==> config.mk <==
export PLATFORM = sky130hd
export DESIGN_NAME = fsm_seq_arb
export DESIGN_NICKNAME = d
export VERILOG_FILES = /design/src/rtl/fsm_seq_arb.sv
export SDC_FILE = /design/constraint.sdc
export NUM_CORES = 1
export LEC_CHECK = 0
export CELL_PAD_IN_SITES_DETAIL_PLACEMENT = 2
export CELL_PAD_IN_SITES_GLOBAL_PLACEMENT = 2
export CORE_UTILIZATION = 28
export DETAILED_ROUTE_END_ITERATION = 16
export GPL_TIMING_DRIVEN = 0
export MAX_ROUTING_LAYER = met4
export PLACE_DENSITY_LB_ADDON = 0.1
export SYNTH_ARGS = -nofsm -noshare
export SYNTH_HDL_FRONTEND = slang
export SYNTH_SLANG_ARGS = --single-unit
export TNS_END_PERCENT = 20
==> constraint.sdc <==
create_clock -name clk -period 1.78 [get_ports clk]
set_input_delay 0.267 -clock clk [delete_from_list [all_inputs] [get_ports clk]]
set_output_delay 0.267 -clock clk [all_outputs]
set_load 0.005 [all_outputs]
==> src/rtl/fsm_seq_arb.sv <==
// fsm_seq_arb: grants one of two requesters, runs its pattern LSB-first through a shared serial FSM, returns the y bits.
// Define FSM_SEQ_ARB_RR_EN for round-robin tie-break; default build is fixed priority to requester 0.
module fsm_seq_arb #(
  parameter int PAT_W = 8,
  localparam int LEN_W = (PAT_W > 1) ? $clog2(PAT_W) : 1
) (
  input  logic             clk,
  input  logic             reset_n,
  input  logic             req0_valid,
  input  logic [PAT_W-1:0] req0_pattern,
  input  logic [LEN_W-1:0] req0_len,
  output logic             req0_ready,
  input  logic             req1_valid,
  input  logic [PAT_W-1:0] req1_pattern,
  input  logic [LEN_W-1:0] req1_len,
  output logic             req1_ready,
  output logic             fsm_reset,
  output logic             fsm_x,
  input  logic             fsm_y,
  output logic             rsp_valid,
  output logic             rsp_id,
  output logic [PAT_W-1:0] rsp_y,
  input  logic             rsp_ready,
  output logic             busy
);

  localparam logic [1:0] S_IDLE = 2'd0;
  localparam logic [1:0] S_CLR  = 2'd1;
  localparam logic [1:0] S_RUN  = 2'd2;
  localparam logic [1:0] S_RESP = 2'd3;

  logic [1:0]       state_q, state_d;
  logic [LEN_W-1:0] cnt_q, cnt_d;
  logic [LEN_W-1:0] len_q, len_d;
  logic [PAT_W-1:0] pat_q, pat_d;
  logic [PAT_W-1:0] rsp_y_q, rsp_y_d;
  logic             id_q, id_d;
  logic             gnt_id;
  logic             accept;

`ifdef FSM_SEQ_ARB_RR_EN
  // last_q resets to 1 so requester 0 wins the first tie.
  logic last_q, last_d;

  always_comb begin
    gnt_id = (req0_valid && req1_valid) ? ~last_q : req1_valid;
    last_d = accept ? gnt_id : last_q;
  end

  always_ff @(posedge clk or negedge reset_n) begin
    if (!reset_n) last_q <= 1'b1;
    else          last_q <= last_d;
  end
`else
  always_comb begin
    gnt_id = req1_valid && !req0_valid;
  end
`endif

  always_comb begin
    accept     = (state_q == S_IDLE) && reset_n && (gnt_id ? req1_valid : req0_valid);
    req0_ready = accept && !gnt_id;
    req1_ready = accept && gnt_id;
  end

  always_comb begin
    state_d = state_q;
    cnt_d   = cnt_q;
    len_d   = len_q;
    pat_d   = pat_q;
    id_d    = id_q;
    rsp_y_d = rsp_y_q;
    case (state_q)
      S_IDLE: begin
        if (accept) begin
          pat_d   = gnt_id ? req1_pattern : req0_pattern;
          len_d   = gnt_id ? req1_len : req0_len;
          id_d    = gnt_id;
          rsp_y_d = '0;
          state_d = S_CLR;
        end
      end
      S_CLR: begin
        cnt_d   = '0;
        state_d = S_RUN;
      end
      S_RUN: begin
        rsp_y_d[cnt_q] = fsm_y;
        // Stop on the last bit rather than incrementing, so cnt never wraps at PAT_W-1.
        if (cnt_q == len_q) state_d = S_RESP;
        else                cnt_d   = cnt_q + 1'b1;
      end
      S_RESP: begin
        if (rsp_ready) state_d = S_IDLE;
      end
      default: state_d = S_IDLE;
    endcase
  end

  always_ff @(posedge clk or negedge reset_n) begin
    if (!reset_n) begin
      state_q <= S_IDLE;
      cnt_q   <= '0;
      len_q   <= '0;
      pat_q   <= '0;
      id_q    <= 1'b0;
      rsp_y_q <= '0;
    end else begin
      state_q <= state_d;
      cnt_q   <= cnt_d;
      len_q   <= len_d;
      pat_q   <= pat_d;
      id_q    <= id_d;
      rsp_y_q <= rsp_y_d;
    end
  end

  // The shared FSM must be held in reset together with this block.
  always_comb begin
    fsm_reset = !reset_n || (state_q == S_CLR);
    fsm_x     = (state_q == S_RUN) && pat_q[cnt_q];
    rsp_valid = (state_q == S_RESP);
    rsp_id    = id_q;
    rsp_y     = rsp_y_q;
    busy      = (state_q != S_IDLE);
  end

endmodule
==> Word level (Yosys, flattened, before mapping) <==
Index checks and enable logic that the tools add are counted.
{ "totals": {"regBits": 25, "input_bits": 28, "out_inout_bits": 15, "elab_cells": 52} }
{ "classes": {"add_sub_neg": 1, "n_lt_le_gt_ge": 2, "eq_ne": 8, "n_mux": 16, "n_reduce_logical": 19} }
{ "ops": {"columns": ["op", "count"], "rows": [
  ["$mux W8", 2],
  ["$pmux W8 S2", 1],
  ["$bwmux W8", 1],
  ["$pmux W2 S4", 1],
  ["$logic_and A1 B1 Y1", 7],
  ["$mux W2", 3],
  ["$mux W3", 2],
  ["$ne A2 B2 Y1 const B", 3],
  ["$pmux W3 S2", 1],
  ["$reduce_and A2 Y1", 3],
  ["$reduce_bool A2 Y1", 3],
  ["$eq A2 B2 Y1 const B", 2],
  ["$lt A3 B4 Y1 const B", 1],
  ["$add A3 B1 Y3 const B", 1],
  ["$bmux W1 S3", 1],
  ["$demux W1 S3", 1],
  ["$eq A3 B3 Y1", 1],
  ["$ge A3 B1 Y1 const B", 1],
  ["$logic_not A1 Y1", 3],
  ["$mux W1", 3],
  ["$reduce_and A3 Y1", 1],
  ["$eq A2 B1 Y1 const B", 1],
  ["$logic_not A2 Y1", 1],
  ["$ne A2 B1 Y1 const B", 1],
  ["$logic_or A1 B1 Y1", 1]
]} }

==> Depth between registers and ports, before layout <==
{ "depth": {"word_depth": 6, "depth_mapped": 7, "ltp_nobuf": 6} }

==> Least setup slack after synthesis <==
OpenSTA, ideal clock, no wires.
{ "synth_timing": {"path_kind": "flip-flop to output port", "start": "register state_q[0]", "end": "output port fsm_x", "arrival_ns": 1.248, "required_time_ns": 1.513, "setup_slack_ns": 0.265, "path_stages_with_launch": 6, "path_buffers": 2, "cell_sequence": "dfrtp_1 inv_1 ha_1 buf_2 buf_2 o31a_1"} }
{ "synth_between": {"elab_chain_len": 2} }
{ "synth_rtl": {"columns": ["element", "line", "source"], "rows": [
  ["from (decl)", "32", "logic [1:0] state_q, state_d;"],
  ["from (signal assigned)", "109", "state_q <= state_d;"],
  ["$eq A2 B2 Y1", "121", "fsm_x = (state_q == S_RUN) && pat_q[cnt_q];"],
  ["$logic_and A1 B1 Y1", "121", null],
  ["to (decl)", "18", "output logic fsm_x,"]
]} }
No other way between the ends.

==> Worst setup path in the final report <==
{ "layout_timing": {"start": "register state_q[1]", "end": "output port fsm_x"} }
The elaborated chain is that of the path after synthesis.

==> impl_metrics.ini <==
[outcome]
status = finished, violations left
violations = setup timing

[pwr]
pwr-share-comb_pct = 60.5
power_uw = 3390
p_per_area_nw_per_um2 = 1490
irDropWorstVdd_mv = 0.432
p_leak_uw = 0.00103
seq_power_share_pct = 28.5
switchingPower_uw = 1410
p_clk_share_pct = 11.0
intPower_uw = 1980
sw_frac_of_total_pct = 41.5

[setup_path]
rr_endpoint = rsp_y[7]
r2r_slack_ps = 80
timing.rr.start = state_q[1]
rr_worst_depth = 7
arrival_ps = 1540
worstPathRequired_ps = 1510
critPathKind = reg -> out
end_kind = output port
critPathMaxFanout = 10
cp-start-kind = flop

[grt]
grt_pass1_wl_um = 7940
grt_pass1_vias = 1549
antenna_found_initial = 0
grt.total_usage_pct = 19.8
grt-ovfl-total = 0
grt_max_degree = 30

[route]
avgViaCountPerCell = 4.98
drt_iter0_markers = 54
drc = 0
dr.pass1.iters = 4
antenna_left = 0
num_vias = 1410
drt_wl_total_um = 5000
routedWlPerCell_um = 17.7

[clock_network]
clk_latency_ps = 280
cts_buffers = 3
clk_pin_slew_ps = 100
hold_buffers = 0
clock_path_buffers = 2
htreeDepth = 1
cts_root_buf = clkbuf_8
tritoncts = done
clkSinkCount = 25

[sta]
clock_skew_ps = 3.42
finalHoldViolations = 0
fmax_mhz = 553
setup_tns_ps = -29.5
setup_slack_ps = -29.5
setup_viol_count_final = 1
worstMarginPinSlew_ps = 710
min_period_over_period_pct = 102
slew_headroom_pct = 52.7
rsz0062_at_grt = yes
slew_viol_final = 0
fin_crit_ps = 1810

[floorplanning]
placementRows = 26
die_x_um = 75.0
io_pins = 43
dieArea_um2 = 5620
start_util_pct = 29.2
die_y_um = 75.0
coreArea_um2 = 5110

[logic_synthesis]
yosysSeqAreaShare_pct = 42.0
yosys_warnings = 0
synthArstFlopShare_pct = 100
synth_area_leaders = dfrtp_1 (42%), mux2i_1 (8.7%), nand2_1 (5.3%), ha_1 (5.0%), o21ai_0 (3.4%)
syn_nets = 188
yosys_most_used_dff = dfrtp_1
synth_edf_count = 0
yosysTopAreaCell = dfrtp_1
ys_ff_latch = 25
ys_types = 41
synth.top_cell.area_share_pct = 42.0
synthCells = 154
synth_area_um2 = 1490
syn_avg_cell_area_um2 = 9.68

[cells_and_area]
fin_util_pct = 44.6
multiInputGateArea_um2 = 880
fin_nets = 248
drive_gt1_share_pct = 24.4
n_antenna_cell = 0
area_delta_synth_final_pct = 52.8
regArea_um2 = 629
fillers = 561
fin_area_um2 = 2280

[placed_design]
postPlaceCellArea_um2 = 2000
hpwl_um = 3370
place.gp.congestion = 0.775
numPortBuffers = 42
dp_slack_ps = -1460

[min_path]
hp-class = in -> async

[job]
cap_violations = 0
==> power by group through the flow <==
| stage | clock, uW | sequential, uW | combinational, uW |
|---|---|---|---|
| 4_1_cts | 375 | 946 | 1950 |
| 3_5_place_dp | 0 | 962 | 1540 |
| 2_1_floorplan | 0 | 914 | 987 |
| 3_3_place_gp | 0 | 941 | 1450 |
| 6_report | 374 | 966 | 2050 |
| 5_1_grt | 401 | 995 | 2220 |
==> worst max path at each step <==
stage                     startpoint          to  slack (ps)  cells past startpoint
final                     state_q[1]       fsm_x         -30                      6
after CTS                 state_q[1]   fsm_reset        -100                      4
after detailed placement     reset_n  req1_ready       -1460                      4
after global placement       reset_n  req1_ready       -1370                      4
after global routing        cnt_q[1]       fsm_x         -90                      5
after floorplan           state_q[0]       fsm_x         260                      5
==> flip-flops by register name, summed over array words and instances (netlist names) <==
| register | count |
|---|---|
| rsp_id | 1 |
| rsp_y | 8 |
| cnt_q | 3 |
| len_q | 3 |
| state_q | 2 |
| pat_q | 8 |
==> cell usage after synthesis (2+ instances only) <==
cell type  number
dfrtp_1        25
nand2_1        21
mux2i_1        13
o21ai_0        10
inv_1           8
o21ai_1         7
ha_1            6
a21oi_1         5
buf_2           5
nand3_1         5
nand2b_1        4
nor2_1          4
o31ai_1         3
a21boi_0        2
a21o_1          2
clkbuf_1        2
nor2b_1         2
nor3b_1         2
o211ai_1        2
o21a_1          2
o311ai_1        2
o32ai_1         2
xnor2_1         2
==> logic make-up (layout without fill, tap and decap cells) <==
group | Yosys count | in the layout | synth area share, %
adder cells (fa/ha/maj) | 6 | 6 | 5.04
AO/OA/AOI/OAI | 44 | 44 | 20.2
multiplexers | 14 | 14 | 9.74
XOR/XNOR | 4 | 4 | 2.86
buffers and inverters | 17 | 76 | 5.46
flip-flops | 25 | 25 | 42.0
AND/OR/NAND/NOR | 44 | 44 | 14.7
==> metrics by stage <==
| stage | hold WS, ps | std cells |
|---|---|---|
| 6_report | 26.2 | 283 |
| 5_1_grt | 63.9 | 283 |
| 4_1_cts | 58.6 | 282 |
| 3_5_place_dp | 469 | 266 |
| 3_3_place_gp | 460 | 266 |
| 2_1_floorplan | -28.6 | 154 |
==> area by class of cell <==
type | count | share of cell area (%)
multi-input combinational | 112 | 38.6
sequential | 25 | 27.6
timing repair buffer | 55 | 22.6
buffer | 9 | 3.85
tap | 70 | 3.85
clock buffer | 3 | 1.81
inverter | 8 | 1.43
clock inverter | 1 | 0.220
==> critical path, cell delays in order (launching register included) <==
cell,delay [ps]
dfrtp_2,460
buf_12,140
ha_4,160
buf_8,140
buf_8,150
o31a_1,100
clkbuf_2,110
==> timing repair <==
item                       CTS  global route
resized for setup           44            10
pin swaps                    1             1
buffers inserted            12             1
setup endpoints to repair   27             6
==> layout by cell type (no fill, tap or decap), drive strengths merged <==
cell type,Yosys,routed
clkbuf,2,7
o32a,1,1
nor2,4,4
mux2i,13,13
o311ai,2,2
or3,1,1
a22o,1,1
o21ai,17,17
and3,1,1
o31a,1,1
nand3,6,6
o21a,2,2
o32ai,2,2
dlymetal6s2s,0,2
clkinv,0,1
buf,7,22
nand2b,4,4
nand3b,1,1
dfrtp,25,25
clkdlybuf4s50,0,35
a21oi,6,6
xnor2,3,3
a21o,2,2
inv,8,8
mux2,1,1
o211ai,3,3
o22ai,1,1
o31ai,3,3
xor2,1,1
or3b,1,1
nor2b,2,2
nor3b,2,2
ha,6,6
dlygate4sd2,0,1
a21boi,3,3
nand4b,1,1
nand2,21,21
==> metal layers <==
metal  share of wire, %  track usage, %
met3                3.0            2.28
met5                  0               -
met2                 54            37.0
met4                1.3            5.03
met1                 42            22.1
(Power assumes the default switching activity.)
